$ cat src/rtl/hdlc_mon_pkg.sv
// Shared constants, check identifiers and saturating-add helper for the HDLC Rx monitor.
package hdlc_mon_pkg;

    localparam logic [7:0] FLAG_PAT  = 8'b0111_1110;
    localparam logic [7:0] ABORT_PAT = 8'b0111_1111;
    localparam logic [7:0] IDLE_PAT  = 8'hFF;

    typedef enum logic [1:0] {
        CHK_FLAG,
        CHK_ABORT,
        CHK_EOF,
        CHK_SPUR
    } chk_id_e;

    // Adds inc to val and clamps the result at max; the sum is widened so it cannot wrap.
    function automatic logic [31:0] sat_inc(input logic [31:0] val, input logic [31:0] inc,
                                            input logic [31:0] max);
        logic [32:0] sum;
        sum = {1'b0, val} + {1'b0, inc};
        return (sum > {1'b0, max}) ? max : sum[31:0];
    endfunction

endpackage

$ cat src/rtl/hdlc_mon_expect.sv
// Latency expectation pipe: a trigger seen now must be answered by target exactly DEPTH
// cycles later. Each trigger travels independently, so overlapping triggers are fine.
module hdlc_mon_expect #(
    parameter int unsigned DEPTH = 1
) (
    input  logic clk_i,
    input  logic rst_i,
    input  logic trig_i,
    input  logic target_i,
    output logic err_o,
    output logic tap_o
);

    logic [DEPTH-1:0] pipe_q, pipe_d;

    // Shift the trigger history one stage per cycle.
    always_comb begin
        pipe_d    = '0;
        pipe_d[0] = trig_i;
        for (int i = 1; i < DEPTH; i++) begin
            pipe_d[i] = pipe_q[i-1];
        end
    end

    // Expectation register; reset drops every pending expectation silently.
    always_ff @(posedge clk_i) begin
        if (rst_i) begin
            pipe_q <= '0;
        end else begin
            pipe_q <= pipe_d;
        end
    end

    assign tap_o = pipe_q[DEPTH-1];
    assign err_o = tap_o && !target_i;

endmodule

$ cat src/rtl/hdlc_rx_monitor.sv
// Runtime checker for the HDLC Rx path: flag/abort/EoF latency checks, optional spurious
// flag check, saturating error counters and first-error capture.
// Optional: define HDLC_MON_TIMESTAMP_EN to build the cycle counter behind FirstErrTime.
module hdlc_rx_monitor
    import hdlc_mon_pkg::*;
#(
    parameter int unsigned FLAG_LAT  = 2,
    parameter int unsigned ABORT_LAT = 1,
    parameter int unsigned EOF_LAT   = 1,
    parameter int unsigned CNT_W     = 8,
    parameter int unsigned STRICT    = 0
) (
    input  logic                 Clk,
    input  logic                 Rst,
    input  logic                 Clr,
    input  logic                 Rx,
    input  logic                 Rx_FlagDetect,
    input  logic                 Rx_ValidFrame,
    input  logic                 Rx_AbortDetect,
    input  logic                 Rx_AbortSignal,
    input  logic                 Rx_EoF,
    output logic [3:0]           ErrPulse,
    output logic [4*CNT_W-1:0]   ErrCnt,
    output logic [CNT_W+1:0]     ErrTotal,
    output logic [CNT_W-1:0]     FlagCnt,
    output logic                 FirstErrValid,
    output logic [1:0]           FirstErrId,
    output logic [31:0]          FirstErrTime
);

    localparam logic [31:0] CntMax = 32'((64'd1 << CNT_W) - 64'd1);
    localparam logic [31:0] TotMax = 32'((64'd1 << (CNT_W + 2)) - 64'd1);

    // Only the previous seven bits are needed: the window is completed by the live Rx bit.
    logic [6:0] sr_q;
    logic [3:0] fill_q, fill_d;
    logic       vf_q;
    logic [7:0] window;
    logic       flag_m;

    assign window = {sr_q, Rx};
    assign fill_d = (fill_q == 4'd8) ? fill_q : fill_q + 4'd1;
    // Abort and idle windows deliberately drive nothing; aborts are checked via Rx_AbortDetect.
    assign flag_m = (fill_q >= 4'd7) && (window == FLAG_PAT);

    // History, fill level and frame-valid edge tracking.
    always_ff @(posedge Clk) begin
        if (Rst) begin
            sr_q   <= 7'h7F;
            fill_q <= '0;
            vf_q   <= 1'b0;
        end else begin
            sr_q   <= window[6:0];
            fill_q <= fill_d;
            vf_q   <= Rx_ValidFrame;
        end
    end

    logic flag_err, abort_err, eof_err, spur_err, flag_tap;

    hdlc_mon_expect #(.DEPTH(FLAG_LAT)) u_exp_flag (
        .clk_i    (Clk),
        .rst_i    (Rst),
        .trig_i   (flag_m),
        .target_i (Rx_FlagDetect),
        .err_o    (flag_err),
        .tap_o    (flag_tap)
    );

    hdlc_mon_expect #(.DEPTH(ABORT_LAT)) u_exp_abort (
        .clk_i    (Clk),
        .rst_i    (Rst),
        .trig_i   (Rx_AbortDetect && Rx_ValidFrame),
        .target_i (Rx_AbortSignal),
        .err_o    (abort_err),
        .tap_o    ()
    );

    hdlc_mon_expect #(.DEPTH(EOF_LAT)) u_exp_eof (
        .clk_i    (Clk),
        .rst_i    (Rst),
        .trig_i   (vf_q && !Rx_ValidFrame),
        .target_i (Rx_EoF),
        .err_o    (eof_err),
        .tap_o    ()
    );

    assign spur_err = (STRICT != 0) && Rx_FlagDetect && !flag_tap;

    logic [31:0] stamp;
`ifdef HDLC_MON_TIMESTAMP_EN
    logic [31:0] ts_q;

    // Free-running cycle stamp, cleared only by reset.
    always_ff @(posedge Clk) begin
        if (Rst) begin
            ts_q <= '0;
        end else begin
            ts_q <= ts_q + 32'd1;
        end
    end
    assign stamp = ts_q;
`else
    assign stamp = '0;
`endif

    logic [3:0]       err_q;
    logic [CNT_W-1:0] cnt_q [4];
    logic [CNT_W-1:0] cnt_d [4];
    logic [CNT_W+1:0] total_q, total_d;
    logic [CNT_W-1:0] flagcnt_q, flagcnt_d;
    logic             fvalid_q, fvalid_d;
    chk_id_e          fid_q, fid_d;
    logic [31:0]      ftime_q, ftime_d;

    // Counter and capture update; Clr wins over an error pulse in the same cycle.
    always_comb begin
        cnt_d     = cnt_q;
        total_d   = total_q;
        flagcnt_d = flagcnt_q;
        fvalid_d  = fvalid_q;
        fid_d     = fid_q;
        ftime_d   = ftime_q;
        if (Clr) begin
            cnt_d     = '{default: '0};
            total_d   = '0;
            flagcnt_d = '0;
            fvalid_d  = 1'b0;
            fid_d     = CHK_FLAG;
            ftime_d   = '0;
        end else begin
            for (int i = 0; i < 4; i++) begin
                if (err_q[i]) begin
                    cnt_d[i] = CNT_W'(sat_inc(32'(cnt_q[i]), 32'd1, CntMax));
                end
            end
            total_d = (CNT_W + 2)'(sat_inc(32'(total_q), 32'($countones(err_q)), TotMax));
            if (flag_m) begin
                flagcnt_d = CNT_W'(sat_inc(32'(flagcnt_q), 32'd1, CntMax));
            end
            if (!fvalid_q && (err_q != '0)) begin
                fvalid_d = 1'b1;
                ftime_d  = stamp;
                if (err_q[0]) begin
                    fid_d = CHK_FLAG;
                end else if (err_q[1]) begin
                    fid_d = CHK_ABORT;
                end else if (err_q[2]) begin
                    fid_d = CHK_EOF;
                end else begin
                    fid_d = CHK_SPUR;
                end
            end
        end
    end

    // Registered error strobes and statistics state.
    always_ff @(posedge Clk) begin
        if (Rst) begin
            err_q     <= '0;
            cnt_q     <= '{default: '0};
            total_q   <= '0;
            flagcnt_q <= '0;
            fvalid_q  <= 1'b0;
            fid_q     <= CHK_FLAG;
            ftime_q   <= '0;
        end else begin
            err_q     <= {spur_err, eof_err, abort_err, flag_err};
            cnt_q     <= cnt_d;
            total_q   <= total_d;
            flagcnt_q <= flagcnt_d;
            fvalid_q  <= fvalid_d;
            fid_q     <= fid_d;
            ftime_q   <= ftime_d;
        end
    end

    for (genvar g = 0; g < 4; g++) begin : g_cnt
        assign ErrCnt[g*CNT_W +: CNT_W] = cnt_q[g];
    end

    assign ErrPulse      = err_q;
    assign ErrTotal      = total_q;
    assign FlagCnt       = flagcnt_q;
    assign FirstErrValid = fvalid_q;
    assign FirstErrId    = fid_q;
    assign FirstErrTime  = ftime_q;

endmodule

$ cat config.mk
export PLATFORM = sky130hd
export DESIGN_NAME = hdlc_rx_monitor
export DESIGN_NICKNAME = d
export VERILOG_FILES = /design/src/rtl/hdlc_mon_pkg.sv /design/src/rtl/hdlc_mon_expect.sv /design/src/rtl/hdlc_rx_monitor.sv
export SDC_FILE = /design/constraint.sdc
export NUM_CORES = 1
export LEC_CHECK = 0
export ABC_CLOCK_PERIOD_IN_PS = 3120
export CELL_PAD_IN_SITES_DETAIL_PLACEMENT = 1
export CELL_PAD_IN_SITES_GLOBAL_PLACEMENT = 1
export CORE_AREA = 2 2 107 109
export CTS_BUF_LIST = sky130_fd_sc_hd__clkbuf_8
export DETAILED_ROUTE_END_ITERATION = 12
export DIE_AREA = 0 0 109 111
export GPL_ROUTABILITY_DRIVEN = 0
export PLACE_DENSITY_LB_ADDON = 0.1
export SYNTH_ARGS = -nofsm -noshare
export SYNTH_HDL_FRONTEND = slang
export SYNTH_SLANG_ARGS = --single-unit
$ cat constraint.sdc
create_clock -name Clk -period 3.12 [get_ports Clk]
set_input_delay 0.468 -clock Clk [delete_from_list [all_inputs] [get_ports Clk]]
set_output_delay 0.468 -clock Clk [all_outputs]
set_load 0.03 [all_outputs]
# After elaboration in Yosys (flattened, before gate mapping)
# Index checks and enable logic that the tools add are counted.
# word_totals
reg_bits,73
elab_cells,58
inputBits,9
output_inout_bits,89
# classes
reduce_logical,14
addsub,10
muxes,9
n_eq_ne,2
magnitude_cmp,7
# op_table
op,n
$add 8x1->9 const B,5
$gt 9x8->1 const B,5
$mux 8,5
$add 10x3->11,1
$gt 11x10->1 const B,1
$mux 10,1
$eq 8x7->1 const B,1
$logic_and 1x1->1,7
$logic_not 1->1,5
$add 1x1->2,2
$add 4x1->4 const B,1
$eq 4x4->1 const B,1
$ge 4x3->1 const B,1
$mux 2,2
$reduce_bool 4->1,1
$add 2x2->3,1
$reduce_or 2->1,1
$mux 1,1

# Logic depth before layout (Yosys ltp)
# depth
depth_word,5
ltp_mapped,9
depth_no_buf,9

# Hierarchy
# A second synthesis with hierarchy kept.
# hier_totals
hier_cells,341
area_unflattened_um2,3245.6
# by_module_without_submodules
module,area_each_um2,seq_area_each_um2,n_inst,cells_per_inst
hdlc_rx_monitor,3084.2,1201.2,1,330
hdlc_mon_expect at u_exp_abort ...,47.5,20.0,2,3
hdlc_mon_expect at u_exp_flag,66.3,40.0,1,5

# Worst setup path after synthesis
# No wires, ideal clock.
# synth_path
kind,reg-to-reg
start,"register err_q[0], in the netlist ErrPulse[0]"
end,"register total_q[0], in the netlist ErrTotal[0]"
setup_slack_ns,0.602
stages_incl_launch_ff,10
period_less_slack_ns,2.518
required_ns,3.048
n_path_buf,0
arrival_ns,2.446
setup_ns,0.072
path_cell_list,dfxtp_1 -> fa_1 -> ha_1 -> inv_1 -> fa_1 -> nor2b_1 -> nand3_1 -> nor2_1 -> nand3_1 -> a21oi_1
# synth_via
elab_chain_cells,5
# synth_lines
item,line_no,text
start: declaration,hdlc_rx_monitor.sv:107,logic [3:0] err_q;
start signal: assignment,hdlc_rx_monitor.sv:168,"err_q <= {spur_err, eof_err, abort_err, flag_err};"
$add 1x1->2 (implied by the code) (*),hdlc_rx_monitor.sv:137,"total_d = (CNT_W + 2)'(sat_inc(32'(total_q), 32'($countones(err_q)), TotMax));"
$add 2x2->3 (implied by the code) (*),hdlc_rx_monitor.sv:137,
$add 10x3->11 (*),hdlc_mon_pkg.sv:19,"sum = {1'b0, val} + {1'b0, inc};"
$gt 11x10->1,hdlc_mon_pkg.sv:20,"return (sum > {1'b0, max}) ? max : sum[31:0];"
$mux 10 (*),hdlc_mon_pkg.sv:20,
end signal: assignment,hdlc_rx_monitor.sv:170,total_q <= total_d;
end: declaration,hdlc_rx_monitor.sv:110,"logic [CNT_W+1:0] total_q, total_d;"
# Mark *: on every way between the ends. The rest lies on a longest branch, timed or not.
# A chain may end at the register's enable or synchronous reset.

# Worst setup path after layout
# layout_path
start,"register err_q[0], in the netlist ErrPulse[0]"
end,"register total_q[1], in the netlist ErrTotal[1]"
# The elaborated chain is that of the path after synthesis.

==> results.ini <==
[status]
outcome=completed

[power]
vdd.ir_drop.worst_mv=0.2044
p_sw_frac=0.2498
net-switching-power_uw=425.5
pwr-share-seq=0.488
power-per-cell-area_nw_per_um2=429.6
comb_power_share=0.071
power_frac_clock=0.441
leakagePower_nw=1.487
finalPower_mw=1.703
power.internal_mw=1.278

[finish]
finalInstanceArea_um2=3965
n_diodes=0
non_filler_cells_final=573
post_route_cells_drive_above_1_share=0.08605
syn_to_final_growth_pct=24.42
nNetsFinal=450
fillerInstances=1308
fin_util=0.3580
layout.cells.most_common=sky130_fd_sc_hd__dfxtp_1
layout.cells.most_common_list=64 x sky130_fd_sc_hd__dfxtp_1, 56 x sky130_fd_sc_hd__clkdlybuf4s50_1, 41 x sky130_fd_sc_hd__conb_1, 35 x sky130_fd_sc_hd__nor2_1, 30 x sky130_fd_sc_hd__a21oi_1

[synth]
netlist_area_um2=3187
combinational_family_with_the_most_area_after_synthesis=simple AND/OR/NAND/NOR gates
synth-compound-area-share=0.1539
postSynth.asyncResetShare=0
postSynth.topFlopCell=sky130_fd_sc_hd__dfxtp_1
synthSimpleGateAreaFrac=0.2073
synth-seq-cells=64
synth_warnings=0
synth_cells=365
syn_avg_cell_area_um2=8.731
synth.lib_cells_used.distinct=54
synth_sequential_area_ratio=0.4020
post_synth_fa_ha_maj_area_fraction=0.06360
synth_mux_area_frac=0.01610
synthXorXnorAreaFrac=0.02473
synth-edff-count=0

[flow_run]
max_cap_viol_count=0

[floorplanning]
io_pins=98
dieHeight_um=111
placement_rows=39
floorplan_core_area_um2=11080
die-width_um=109
initial_utilization=0.2877
die_area_um2=12100

[place]
placedCellCount=558
pre_cts_slack_ns=0.5149
placedInstanceArea_um2=3760
dpl.hpwl_um=5395
placement.io_buffers=56

[grt]
grt_pass1_wl_um=12520
maximum_number_of_pins_on_one_net_before_global_route_repair=38
first_global_vias=2547
global_route.usage.total=0.1302
antenna_found_initial=0
globalRoute.totalOverflow=0

[route]
post-route-drc-count=0
drt_first_pass_iters=4
wl_per_cell_um=13.18
num_vias=2623
vias_per_cell=4.578
drt.antenna.violating_nets=0
drt_iter0_drc=56
total_wire_length_um=7553

[critical_path]
critical_path.n_buffers_inverters=1
cp_capture_type=flop
timing.critical_path.max_delay_family=adder cells
cp_cell_sequence=fa_1 -> ha_1 -> inv_1 -> fa_1 -> nor2b_1 -> nand3_1 -> nor2_1 -> nand3_1 -> a21oi_1
cp-start-kind=flop
arrival_ns=2.86
reg2reg_depth=9
critPathRequiredTime_ns=3.38
crit_path_cell_count=9
critPathMaxFanout=8
slowest_delay_ns=0.54
crit_slowest_cell=sky130_fd_sc_hd__fa_1
criticalPathCategory=flop to flop
r2r_slack_ns=0.52

[clock_tree]
cts_tree=yes
cts_sinks=64
cts_setup_buffers=0
clk_pin_slew_ns=0.08
htree_num_levels=3
cts_hold_buf=0
worst_skew_pair.late_latency_ns=0.34
max-clock-path-buffers=2
clock_tree.root_cell=sky130_fd_sc_hd__clkbuf_8
numCtsBuffers=9
cts_resized=0

[timing]
finalCritPeriodShare=0.8335
number_of_max_slew_violations_in_the_final_report=0
max_freq_ghz=0.3846
hold_viol_final=0
clock-skew-final_ns=0.01373
setup_tns_ns=0
grt_setup_unrepaired=no
slew-limit-headroom=0.4429
tightest_slew_ns=0.8356
finalCriticalPeriod_ns=2.600
least_setup_slack_across_all_paths_after_layout_ns=0.5196
final_setup_violation_count=0
fin_hold_ws_ns=0.4457

[hold_path]
hold_path_class=flop to flop
timing.hold.worst_path_depth=1

[synthesized netlist by cell type (all sizes together), types with 3 or more instances]
cell type   n  share of area
nor3        7          0.011
and2        3         0.0063
and3        9          0.018
a211oi      6          0.014
o21ai      12          0.019
a31oi       4         0.0079
inv        17          0.020
ha         13          0.051
clkbuf      8         0.0098
mux2i       4          0.013
a311oi      6          0.016
or2         9          0.018
buf        43           0.10
nand2      25          0.029
dfxtp      64           0.40
a41oi       3          0.011
nor2b       4         0.0079
nor2       35          0.041
nand4       6          0.014
a21oi      30          0.047
nand2b      3         0.0059
xor2        7          0.019
nand3      14          0.022
nor3b       4         0.0094
[layout make-up]
| cell class | instances | area (µm²) | area share |
|---|---|---|---|
| Clock inverter | 3 | 40.04 | 0.01010 |
| Tap cell | 143 | 178.9 | 0.04512 |
| Multi-Input combinational cell | 273 | 1638 | 0.4131 |
| Timing Repair Buffer | 61 | 598.1 | 0.1508 |
| Inverter | 17 | 63.81 | 0.01609 |
| Sequential cell | 64 | 1281 | 0.3231 |
| Clock buffer | 12 | 165.2 | 0.04165 |
[flip-flops by register name, indices dropped and copies added (netlist names)]
signal / flops
ErrCnt: 24
ErrTotal: 10
FlagCnt: 8
sr_q: 7
fill_q: 4
ErrPulse: 3
FirstErrId: 2
u_exp_flag.pipe_q: 2
FirstErrValid: 1
u_exp_abort.tap_o: 1
u_exp_eof.tap_o: 1
vf_q: 1
[worst paths after layout]
check / start / to
min: sr_q[4]$_SDFF_PP1_ / sr_q[5]$_SDFF_PP1_
min reg2reg: sr_q[4]$_SDFF_PP1_ / sr_q[5]$_SDFF_PP1_
max reg2reg: ErrPulse[0]$_SDFF_PP0_ / ErrTotal[1]$_SDFF_PP0_
max: ErrPulse[0]$_SDFF_PP0_ / ErrTotal[1]$_SDFF_PP0_
[worst register-to-register path, cell delays in order (launching register included)]
cell                      delay (ns)
sky130_fd_sc_hd__dfxtp_1        0.32
sky130_fd_sc_hd__fa_1           0.54
sky130_fd_sc_hd__ha_1           0.16
sky130_fd_sc_hd__inv_1          0.06
sky130_fd_sc_hd__fa_1           0.39
sky130_fd_sc_hd__nor2b_1        0.20
sky130_fd_sc_hd__nand3_1        0.18
sky130_fd_sc_hd__nor2_1         0.18
sky130_fd_sc_hd__nand3_1        0.28
sky130_fd_sc_hd__a21oi_1        0.23
[routing by layer]
layer | routed length (µm) | vias up | track usage | part of all wire
li1 | - | 1310 | - | -
met1 | 3538 | 1250 | 0.1685 | 0.47
met2 | 3655 | 57 | 0.2095 | 0.48
met3 | 295 | 6 | 0.03410 | 0.039
met4 | 63 | 0 | 0.04103 | 0.0083
met5 | 0 | - | 0 | 0
[power groups by stage]
stage	clock, mW	combinational (mW)	sequential [mW]
2_1_floorplan	0	0.134	0.852
3_3_place_gp	0	0.120	0.850
3_5_place_dp	0	0.122	0.851
4_1_cts	0.784	0.122	0.832
5_1_grt	0.819	0.131	0.833
6_report	0.751	0.121	0.832
[cell families after synthesis]
logic type	count (synthesis)
other	1
XOR/XNOR	9
AND/OR/NAND/NOR	129
adder cells (fa/ha/maj)	15
buffers and inverters	68
multiplexers	5
AO/OA/AOI/OAI	74
flip-flops	64
Note: power is estimated with default switching activity, not from simulation.
